### config.mk
export PLATFORM = sky130hd
export DESIGN_NAME = seg_display_driver
export DESIGN_NICKNAME = d
export VERILOG_FILES = /design/src/rtl/seg_display_driver.sv
export SDC_FILE = /design/constraint.sdc
export NUM_CORES = 1
export LEC_CHECK = 0
export CAP_MARGIN = 20
export CORE_MARGIN = 5
export CORE_UTILIZATION = 54
export DETAILED_ROUTE_END_ITERATION = 8
export PLACE_DENSITY = 0.81
export SLEW_MARGIN = 20
export SYNTH_ARGS = -nofsm -noshare
export SYNTH_HDL_FRONTEND = slang
export SYNTH_SLANG_ARGS = --single-unit
### constraint.sdc
create_clock -name clk -period 3.3 [get_ports clk]
set_input_delay 0.66 -clock clk [delete_from_list [all_inputs] [get_ports clk]]
set_output_delay 0.66 -clock clk [all_outputs]
set_load 0.03 [all_outputs]
### src/rtl/seg_display_driver.sv
// Two-digit multiplexed 7-segment driver: value digit plus overflow "E" digit,
// with a double-buffered shadow so updates only land on frame boundaries.
// Optional OVF_BLINK_EN: blink the "E" digit every BLINK_DIV frames.
module seg_display_driver #(
  parameter int REFRESH_DIV = 16,
  parameter int BLINK_DIV   = 8
) (
  input  logic       clk,
  input  logic       rst,
  input  logic [6:0] seg_in,
  input  logic       ovf_in,
  input  logic       load,
  output logic [6:0] seg_out,
  output logic [1:0] an,
  output logic       pend
);
  localparam int             CW      = $clog2(REFRESH_DIV);
  localparam logic [CW-1:0]  CNT_MAX = CW'(REFRESH_DIV - 1);
  localparam logic [6:0]     SEG_E   = 7'b1001111;

  if (REFRESH_DIV < 2 || BLINK_DIV < 1) begin : g_bad_cfg
    $error("seg_display_driver: REFRESH_DIV must be >= 2 and BLINK_DIV >= 1");
  end

  logic [CW-1:0] cnt_q, cnt_d;
  logic          dsel_q, dsel_d;
  logic [6:0]    shd_seg_q, shd_seg_d, dsp_seg_q, dsp_seg_d, seg_q, seg_d;
  logic          shd_ovf_q, shd_ovf_d, dsp_ovf_q, dsp_ovf_d;
  logic          pend_q, pend_d;
  logic [1:0]    an_q, an_d;
  logic          tc, bnd, blank;

  assign tc  = (cnt_q == CNT_MAX);
  assign bnd = tc & dsel_q;

`ifdef OVF_BLINK_EN
  localparam int            BW      = (BLINK_DIV > 1) ? $clog2(BLINK_DIV) : 1;
  localparam logic [BW-1:0] BLK_MAX = BW'(BLINK_DIV - 1);
  logic [BW-1:0] bcnt_q, bcnt_d;
  logic          blink_q, blink_d;

  always_comb begin
    bcnt_d  = bcnt_q;
    blink_d = blink_q;
    if (bnd) begin
      if (bcnt_q == BLK_MAX) begin
        bcnt_d  = '0;
        blink_d = ~blink_q;
      end else begin
        bcnt_d = bcnt_q + BW'(1);
      end
    end
  end

  always_ff @(posedge clk or posedge rst) begin
    if (rst) begin
      bcnt_q  <= '0;
      blink_q <= 1'b0;
    end else begin
      bcnt_q  <= bcnt_d;
      blink_q <= blink_d;
    end
  end

  assign blank = blink_d;
`else
  assign blank = 1'b0;
`endif

  always_comb begin
    cnt_d     = tc ? '0 : cnt_q + CW'(1);
    dsel_d    = tc ? ~dsel_q : dsel_q;
    shd_seg_d = shd_seg_q;
    shd_ovf_d = shd_ovf_q;
    dsp_seg_d = dsp_seg_q;
    dsp_ovf_d = dsp_ovf_q;
    pend_d    = pend_q;
    // Boundary promotes the old shadow before a same-cycle load overwrites it.
    if (bnd && pend_q) begin
      dsp_seg_d = shd_seg_q;
      dsp_ovf_d = shd_ovf_q;
      pend_d    = 1'b0;
    end
    if (load) begin
      shd_seg_d = seg_in;
      shd_ovf_d = ovf_in;
      pend_d    = 1'b1;
    end
    // Outputs come from next state so they move only on toggle/load edges.
    an_d  = dsel_d ? 2'b10 : 2'b01;
    seg_d = dsp_seg_d;
    if (dsel_d)
      seg_d = (dsp_ovf_d && !blank) ? SEG_E : 7'b0000000;
  end

  always_ff @(posedge clk or posedge rst) begin
    if (rst) begin
      cnt_q     <= '0;
      dsel_q    <= 1'b0;
      shd_seg_q <= '0;
      shd_ovf_q <= 1'b0;
      dsp_seg_q <= '0;
      dsp_ovf_q <= 1'b0;
      pend_q    <= 1'b0;
      seg_q     <= '0;
      an_q      <= 2'b01;
    end else begin
      cnt_q     <= cnt_d;
      dsel_q    <= dsel_d;
      shd_seg_q <= shd_seg_d;
      shd_ovf_q <= shd_ovf_d;
      dsp_seg_q <= dsp_seg_d;
      dsp_ovf_q <= dsp_ovf_d;
      pend_q    <= pend_d;
      seg_q     <= seg_d;
      an_q      <= an_d;
    end
  end

  assign seg_out = seg_q;
  assign an      = an_q;
  assign pend    = pend_q;
endmodule
# Yosys cells after proc, flatten, opt, wreduce, memory -nomap -nowiden
# Index checks and enable logic that the tools add are counted.
[op_classes] n_addsub=1 eq_ne=1 n_mux=9 bitwise=2 n_reduce_logical=2
[op_table] op="7-bit 2-to-1 mux" n=3
[op_table] op="4-bit by 1-bit adder with 4-bit output, second input constant" n=1
[op_table] op="4-bit equality test, second input constant" n=1
[op_table] op="1-bit 2-to-1 mux" n=4
[op_table] op="4-bit 2-to-1 mux" n=1
[op_table] op="2-bit 2-to-1 mux" n=1
[op_table] op="2-bit nonzero test" n=1
[op_table] op="1-bit AND" n=1
[op_table] op="1-bit logical AND" n=1
[op_table] op="1-bit inverter" n=1
[word_totals] ff_bits=31 in_bits=11 output_inout_bits=10 word_cells=24

# Logic depth before layout (Yosys ltp)
# Gate-level depths: netlist of run 1.
[depth] ltp_word=6 depth_mapped=6 depth_no_buf=5

# Worst setup path before layout of run 1
# OpenSTA, ideal clock, no wires.
[synth_timing] kind="register to register" from="register cnt_q[0]" to="register seg_q[2], in the netlist seg_out[2]" setup_time_ps=138 arrival_time_ps=1715 required_time_ps=3162 path_slack_ps=1447 stages_incl_launch_ff=7 path_buffers=1 period_less_slack_ps=1853 cell_sequence="dfrtp_1 > ha_1 > and3_1 > ha_1 > nand2_2 > buf_6 > mux4_2"
[synth_via] elab_chain_len=6 word_cells_on_any_way=8 cone_classes="eq/ne (1); mux (5); bitwise (1); reduce/logical (1)"
[synth_rtl] item="start, declared" line_no="25" rtl="logic [CW-1:0] cnt_q, cnt_d;"
[synth_rtl] item="start signal, assigned" line_no="108" rtl="cnt_q <= cnt_d;"
[synth_rtl] item="4-bit equality test (*)" line_no="33" rtl="assign tc = (cnt_q == CNT_MAX);"
[synth_rtl] item="1-bit AND" line_no="34" rtl="assign bnd = tc & dsel_q;"
[synth_rtl] item="1-bit logical AND" line_no="79" rtl="if (bnd && pend_q) begin"
[synth_rtl] item="1-bit 2-to-1 mux" line_no="79"
[synth_rtl] item="7-bit 2-to-1 mux" line_no="93" rtl="seg_d = (dsp_ovf_d && !blank) ? SEG_E : 7'b0000000;"
[synth_rtl] item="7-bit 2-to-1 mux (*)" line_no="92" rtl="if (dsel_d)"
[synth_rtl] item="named net seg_d[2]" line_no="27" rtl="logic [6:0] shd_seg_q, shd_seg_d, dsp_seg_q, dsp_seg_d, seg_q, seg_d;"
[synth_rtl] item="end signal, assigned" line_no="115" rtl="seg_q <= seg_d;"
[synth_rtl] item="end, declared" line_no="27"
# Mark *: on every way through the listed nets, which the timed path passes. The rest lies on a longest branch.
# A chain may end at the register's enable or synchronous reset.

# Final worst setup path of run 1
[layout_timing] from="register pend_q, in the netlist pend" to="output port pend"
[layout_rtl] item="start, declared" line_no="29" rtl="logic pend_q, pend_d;"
[layout_rtl] item="start signal, assigned" line_no="114" rtl="pend_q <= pend_d;"
[layout_rtl] item="end, declared" line_no="15" rtl="output logic pend"
# No word-level cell between the ends.

==> results.toml, run 1 <==
[sta]
fin_skew_ns = 0.00852
tns_ns = 0
max_slew_margin_pct = 72.2
drv_slew = 0
fmax_mhz = 460
period_share_pct = 65.9
post-route-min-period_ns = 2.17
finalHoldViolCount = 0
grt_setup_unrepaired = "false"
worst_pin_slew_ns = 0.416
setup_violations = 0

[logic_synthesis]
async_flop_share_pct = 100
netlist.top_cell.by_area = "dfrtp_1"
ys.flop_type = "dfrtp_1"
synth_cell_types = 22
ys_seq_area_share_pct = 62.3
synth_edf_count = 0
yosysMostFrequentCell = "dfrtp_1"
synth.top_cell.area_share_pct = 60.1
netlist_top_cells_count = "dfrtp_1 (29), mux2_2 (14), inv_1 (4)"
syn_area_sq_um = 1210
synth.area.top_cells = "dfrtp_1 (60%), mux2_2 (13%), mux4_1 (6.5%), mux4_2 (3.7%), dfstp_2 (2.2%)"
synth_cells = 75
synth_seq_cells = 30
synth_fp_nets = 88
ys_warn_count = 0
synth.avg_cell_area_sq_um = 16.1

[power]
sw_frac_of_total_pct = 22.3
clock_power_share_pct = 29.6
p_sw_uw = 154
powerDensity_nw_per_um2 = 467
intPower_uw = 536
p_leak_nw = 0.660
power_frac_comb_pct = 11.5
vdd.ir_drop.worst_v = 0.000359
pwr-share-seq_pct = 58.8

[floorplanning]
initial_core_util_pct = 55.7
core_sq_um = 2170
die_w_um = 57.3
rows = 17
die_h_um = 57.3
die_area_sq_um = 3280
io_pins = 21

[global_routing]
grt_max_degree = 31
antenna_found_initial = 0
grt_first_pass_wirelength_um = 3080
first_global_vias = 676
gr-total-overflow = 0
groute.usage.overall_pct = 13.0

[clock_network]
h-tree-depth = 2
hold_buffers = 0
path_clk_slew_ns = 0.08
clock_latency_ns = 0.32
cts.path.max_buffers = 2
cts_root_buf = "clkbuf_4"
post-cts-setup-buffers = 0
cts_resized = 0
cts_tree = "yes"
cts.sinks = 30
cts_buffers = 5

[layout]
drive_above_1_share_pct = 28.3
num_antenna_cells = 0
fin_area_sq_um = 1480
area_delta_synth_final_pct = 22.5
final_cells = 127
final_nets = 113

[place]
hpwl_um = 1250
place_area_sq_um = 1430
gp_congestion = 0.672
portBuffers = 20
placed_cells = 121

[min_path]
holdCritPathClass = "reg -> reg"
whs_path_depth = 1

[setup_path]
endpoint_kind = "output port"
crit_required_ns = 2.64
cp.arrival_ns = 1.51
crit_slowest_cell = "clkdlybuf4s50_1"
critPathMaxFanout = 7
cpPeakStageDelay_ns = 0.72
crit_type = "reg -> out"
cp_cell_sequence = "clkdlybuf4s50_1"
worst-path-buf-inv = 1
crit_cells = 1
start_kind = "flip-flop"
crit_family = "buffers and inverters"
r2r_cells = 5

[detailed_routing]
routed_wl_um = 1780
routed_via_density = 5.27
post_drt_wl_per_cell_um = 14.0
drtIter0Drc = 3
routed-via-count = 669
drc = 0
drt-pass1-iter-count = 4
ant_nets = 0

[outcome]
status = "complete, no violations"

[job]
max_cap_viol_count = 0
-- area by class of cell --
class                           instances  area [sq um]
Multi-Input combinational cell         38           418
Tap cell                               28          35.0
Inverter                                4          15.0
Timing Repair Buffer                   21           208
Clock buffer                            6          51.3
Sequential cell                        30           752
Fill cell                             165           691
-- placed cells by master (no fill, tap or decap), types with 3 or more instances in the layout --
cell type,n
dfrtp_1,29
clkdlybuf4s50_1,20
mux2_2,14
clkbuf_4,5
inv_1,4
mux4_1,3
nand2_1,3
-- state kept, by name, summed over array words and instances (netlist names) --
register,cells
an,2
cnt_q,4
dsp_ovf_q,1
dsp_seg_q,7
pend,1
seg_out,7
shd_ovf_q,1
shd_seg_q,7
-- through the flow --
stage	hold WS [ns]	power [mW]	util (%)	setup slack (ns)
floorplan	0.443	0.461	-	1.45
global placement	0.455	0.492	65.8	1.31
detailed placement	0.470	0.495	65.8	1.26
CTS	0.482	0.700	68.2	1.11
global route	0.516	0.732	68.2	1.04
finish	0.477	0.690	68.2	1.13
-- per-layer routing --
metal | share of wire, % | up-vias | wire (um) | track usage (%)
li1 | - | 317 | - | -
met1 | 43 | 329 | 773 | 15.7
met3 | 7.3 | 6 | 130 | 6.79
met2 | 47 | 17 | 831 | 19.2
met4 | 2.6 | 0 | 46 | 5.96
met5 | 0 | - | 0 | 0
-- worst paths after layout --
check	slack (ns)	to	start
max	1.13	pend	pend
min	0.48	cnt_q[0]	cnt_q[0]
max reg2reg	1.25	seg_out[6]	cnt_q[0]
min reg2reg	0.48	cnt_q[0]	cnt_q[0]
max in group asynchronous	2.29	an[0]	rst
min in group asynchronous	0.70	seg_out[0]	rst
-- power groups by stage --
stage                     Sequential, mW  Clock (mW)  Combinational, mW
after floorplan                    0.422           0             0.0383
after global routing               0.410       0.237             0.0858
after global placement             0.413           0             0.0797
final                              0.406       0.204             0.0796
after detailed placement           0.414           0             0.0814
after CTS                          0.407       0.211             0.0815
-- cell families (layout without fill, tap and decap cells) --
| logic type | count (synthesis) | count (layout) | synth area share, % |
|---|---|---|---|
| flip-flops | 30 | 30 | 62.3 |
| multiplexers | 19 | 19 | 23.3 |
| AND/OR/NAND/NOR | 10 | 10 | 4.46 |
| buffers and inverters | 7 | 31 | 3.11 |
| AO/OA/AOI/OAI | 6 | 6 | 4.04 |
| adder cells (fa/ha/maj) | 2 | 2 | 2.07 |
| XOR/XNOR | 1 | 1 | 0.726 |
Note: power is estimated with default switching activity, not from simulation.
==> run 2, diff against run 1 <==
CORE_UTILIZATION = 50   (was 54)
PLACE_DENSITY = 0.76   (was 0.81)
clock period = 2.22 ns   (was 3.3 ns; I/O delays follow)
==> run 2 against run 1 <==
Against the previous run: core utilization is 1.7 points lower; power is 54% higher; register-to-register slack worse by 1.0 ns; critical path depth is 3 higher; sequential power is 49% higher; clock power is 66% higher; wire length is 12% higher; critical endpoint is now seg_out[1]; highest routed layer unchanged.
==> results.toml, run 2 (synthesized netlist as in run 1, its figures left out) <==
[outcome]
status = "complete, no violations"

[min_path]
holdCritPathClass = "in -> async"

[place]
portBuffers = 20
hpwl_um = 1440
gp_congestion = 0.672
placed_cells = 122

[setup_path]
cp_cell_sequence = "ha_1 > and3_1 > ha_1 > mux4_1"
worst-path-buf-inv = 0
crit_family = "adder cells"
crit_type = "reg -> reg"
critPathMaxFanout = 7
crit_required_ns = 2.43
cp.arrival_ns = 2.23
r2r-end = "seg_out[1]"
start_kind = "flip-flop"
reg2reg_setup_slack_ns = 0.21
crit_top_cell = "ha_1"
r2r_start = "cnt_q[0]"
crit_slowest_cell = "mux4_1"
endpoint_kind = "flip-flop"
r2r_cells = 4
cpPeakStageDelay_ns = 0.59

[layout]
drive_above_1_share_pct = 30.4
fill_cells = 178
final_cell_mix = "dfrtp_1 (29), clkdlybuf4s50_1 (20), mux2_2 (14)"
num_antenna_cells = 0
final_nets = 114
multiInputGateArea_sq_um = 418
area_delta_synth_final_pct = 24.1
final_cells = 130
final_common_cell = "dfrtp_1"
seqCellArea_sq_um = 752

[sta]
grt_setup_unrepaired = "false"
finalHoldViolCount = 0
setup_violations = 0
drv_slew = 0
tns_ns = 0
max_slew_margin_pct = 71.1
fmax_mhz = 497
period_share_pct = 90.7
fin_skew_ns = 0.0143
worst_pin_slew_ns = 0.432
post-route-min-period_ns = 2.01

[global_routing]
grt_max_degree = 31
grt_first_pass_wirelength_um = 3480
gr-total-overflow = 0
groute.usage.overall_pct = 14.5
antenna_found_initial = 0
first_global_vias = 739

[job]
max_cap_viol_count = 0

[detailed_routing]
routed-via-count = 682
ant_nets = 0
routed_wl_um = 1990
drc = 0
drt-pass1-iter-count = 3
post_drt_wl_per_cell_um = 15.3
drtIter0Drc = 23
routed_via_density = 5.25

[clock_network]
path_clk_slew_ns = 0.10
hold_buffers = 0
h-tree-depth = 2
cts_buffers = 5
cts_root_buf = "clkbuf_4"
cts_resized = 0
post-cts-setup-buffers = 0
clock_latency_ns = 0.33
cts.sinks = 30
cts.path.max_buffers = 2
cts_tree = "yes"

[power]
vdd.ir_drop.worst_v = 0.000448
powerDensity_nw_per_um2 = 709
p_leak_nw = 0.669

[floorplanning]
die_area_sq_um = 3500
die_h_um = 59.1
initial_core_util_pct = 53.6
die_w_um = 59.1
rows = 17
io_pins = 21
core_sq_um = 2250
run 2: worst max-delay path by stage:
stage	startpoint	endpoint	slack, ns	cells past startpoint
after floorplan	cnt_q[0]	seg_out[2]	0.37	6
after global placement	cnt_q[0]	seg_out[1]	0.30	4
after detailed placement	cnt_q[0]	seg_out[1]	0.20	4
after CTS	cnt_q[0]	seg_out[1]	0.19	4
after global routing	cnt_q[0]	seg_out[0]	0.15	4
final	cnt_q[0]	seg_out[1]	0.21	4
run 2: through the flow:
stage / hold slack, ns / worst slack (ns) / area [sq um] / power [mW] / utilization (%)
4_1_cts: 0.468 / 0.194 / 1500 / 1.08 / 66.5
3_5_place_dp: 0.482 / 0.202 / 1440 / 0.739 / 63.7
5_1_grt: 0.522 / 0.152 / 1500 / 1.12 / 66.5
2_1_floorplan: 0.443 / 0.367 / 1210 / 0.685 / -
3_3_place_gp: 0.457 / 0.297 / 1440 / 0.733 / 63.7
6_report: 0.467 / 0.207 / 1500 / 1.06 / 66.5
run 2: report_power, final:
| part | switching (mW) | internal [mW] | total [mW] |
|---|---|---|---|
| Sequential | 0.0219 | 0.584 | 0.606 |
| Clock | 0.187 | 0.152 | 0.339 |
| Combinational | 0.0482 | 0.0708 | 0.119 |
| Total | 0.257 | 0.807 | 1.06 |
run 2: per-layer routing:
metal	global-route usage (%)	part of all wire (%)
met1	16.2	40
met2	22.9	52
met3	4.58	4.3
met4	10.7	3.8
met5	0	0
run 2: final cells by class:
cell class              count  area share [%]
flip-flops and latches     30            50.2
multi-input cells          38            27.9
repair buffers             22            14.4
clock buffers               6            3.42
well taps                  28            2.34
inverters                   4            1.00
clock inverters             2           0.835
run 2: tightest hold or removal path, cell delays in order:
cell and delay (ns):
clkdlybuf4s50_1 0.39, inv_1 0.05, buf_4 0.33
==> run 3, diff against run 2 <==
CORE_MARGIN = 2   (was 5)
==> run 3 against run 2 <==
Against the previous run: final cell count is 0.77% lower; sequential power about the same; wire length shrank 12%; clock power up 12%; via count fell by 1.9%; critical path depth rose by 1; worst hold slack better by 0.0095 ns; highest routed layer unchanged; register-to-register slack got worse by 0.06 ns.
==> results.toml, run 3 (synthesized netlist as in run 1, its figures left out) <==
[sta]
finalHoldViolCount = 0
setup_violations = 0
fmax_mhz = 483
worst_pin_slew_ns = 0.407
fin_skew_ns = 0.00892
tns_ns = 0
post-route-min-period_ns = 2.07
setup_slack_ns = 0.151
hold_ws_ns = 0.477
grt_setup_unrepaired = "false"
max_slew_margin_pct = 72.8
drv_slew = 0
period_share_pct = 93.2

[clock_network]
cts_buffers = 5
path_clk_slew_ns = 0.09
cts_tree = "yes"
clock_latency_ns = 0.31
cts.path.max_buffers = 2
hold_buffers = 0
cts_root_buf = "clkbuf_4"
post-cts-setup-buffers = 0
cts.sinks = 30
h-tree-depth = 2
cts_resized = 0

[place]
hpwl_um = 1280
gp_congestion = 0.678
post-place-ws_ns = 0.173
placed_cells = 121
portBuffers = 20
place_area_sq_um = 1430

[global_routing]
antenna_found_initial = 0
first_global_vias = 693
gr-total-overflow = 0
groute.usage.overall_pct = 16.5
grt_first_pass_wirelength_um = 3080
grt_max_degree = 31

[floorplanning]
io_pins = 21
die_area_sq_um = 2820
die_w_um = 53.1
rows = 17
die_h_um = 53.1
initial_core_util_pct = 53.6
core_sq_um = 2250

[setup_path]
crit_required_ns = 2.39
crit_top_cell = "ha_1"
critPathMaxFanout = 11
cp.arrival_ns = 2.24
crit_family = "multiplexers"
start_kind = "flip-flop"
crit_slowest_cell = "mux4_1"
endpoint_kind = "flip-flop"
cpPeakStageDelay_ns = 0.58
cp_cell_sequence = "ha_1 > and3_1 > ha_1 > nand2_2 > mux4_1"
reg2reg_setup_slack_ns = 0.15
worst-path-buf-inv = 0
crit_type = "reg -> reg"

[power]
finalPower_mw = 1.10
powerDensity_nw_per_um2 = 733
vdd.ir_drop.worst_v = 0.000512
p_leak_nw = 0.675

[layout]
seqCellArea_sq_um = 752
final_cells = 129
num_antenna_cells = 0
final_cell_mix = "dfrtp_1 (29), clkdlybuf4s50_1 (20), mux2_2 (14)"
final_nets = 113
post-route-util_pct = 66.8
multiInputGateArea_sq_um = 418
drive_above_1_share_pct = 29.7
fill_cells = 174
final_common_cell = "dfrtp_1"
area_delta_synth_final_pct = 24.8
fin_area_sq_um = 1510

[min_path]
holdCritPathClass = "reg -> reg"

[outcome]
status = "complete, no violations"

[detailed_routing]
drt-pass1-iter-count = 3
routed_wl_um = 1750
routed-via-count = 669
drc = 0
routed_via_density = 5.19
drtIter0Drc = 10
ant_nets = 0
post_drt_wl_per_cell_um = 13.5

[job]
max_cap_viol_count = 0
==> run 3: cell count changes in the layout (fill, tap and decap cells not counted) <==
cell and delta:
clkbuf_8 +2, buf_4 -1, clkinvlp_4 -1, clkinv_2 -1
==> run 3: worst paths after layout <==
path,endpoint,cells after the start,from
setup / recovery,seg_out[6],5,cnt_q[0]
hold / removal,cnt_q[0],1,cnt_q[0]
setup reg to reg,seg_out[6],5,cnt_q[0]
hold reg to reg,cnt_q[0],1,cnt_q[0]
max in group asynchronous,an[0],3,rst
min in group asynchronous,seg_out[1],3,rst
==> run 3: power by group <==
| part | internal, mW | switching [mW] |
|---|---|---|
| registers | 0.584 | 0.0203 |
| clock network | 0.216 | 0.165 |
| logic | 0.0708 | 0.0480 |
==> run 3: cell type report <==
class | count | area share [%]
Timing Repair Buffer | 21 | 13.8
Sequential cell | 30 | 49.9
Tap cell | 28 | 2.33
Inverter | 4 | 0.997
Multi-Input combinational cell | 38 | 27.7
Clock buffer | 8 | 5.23
==> run 3: metal layers <==
| metal | part of all wire [%] | vias up | GRT usage (%) |
|---|---|---|---|
| li1 | - | 320 | - |
| met1 | 45 | 335 | 19.3 |
| met2 | 49 | 12 | 25.6 |
| met3 | 4.3 | 2 | 5.08 |
| met4 | 1.5 | 0 | 12.0 |
| met5 | 0 | - | 0 |
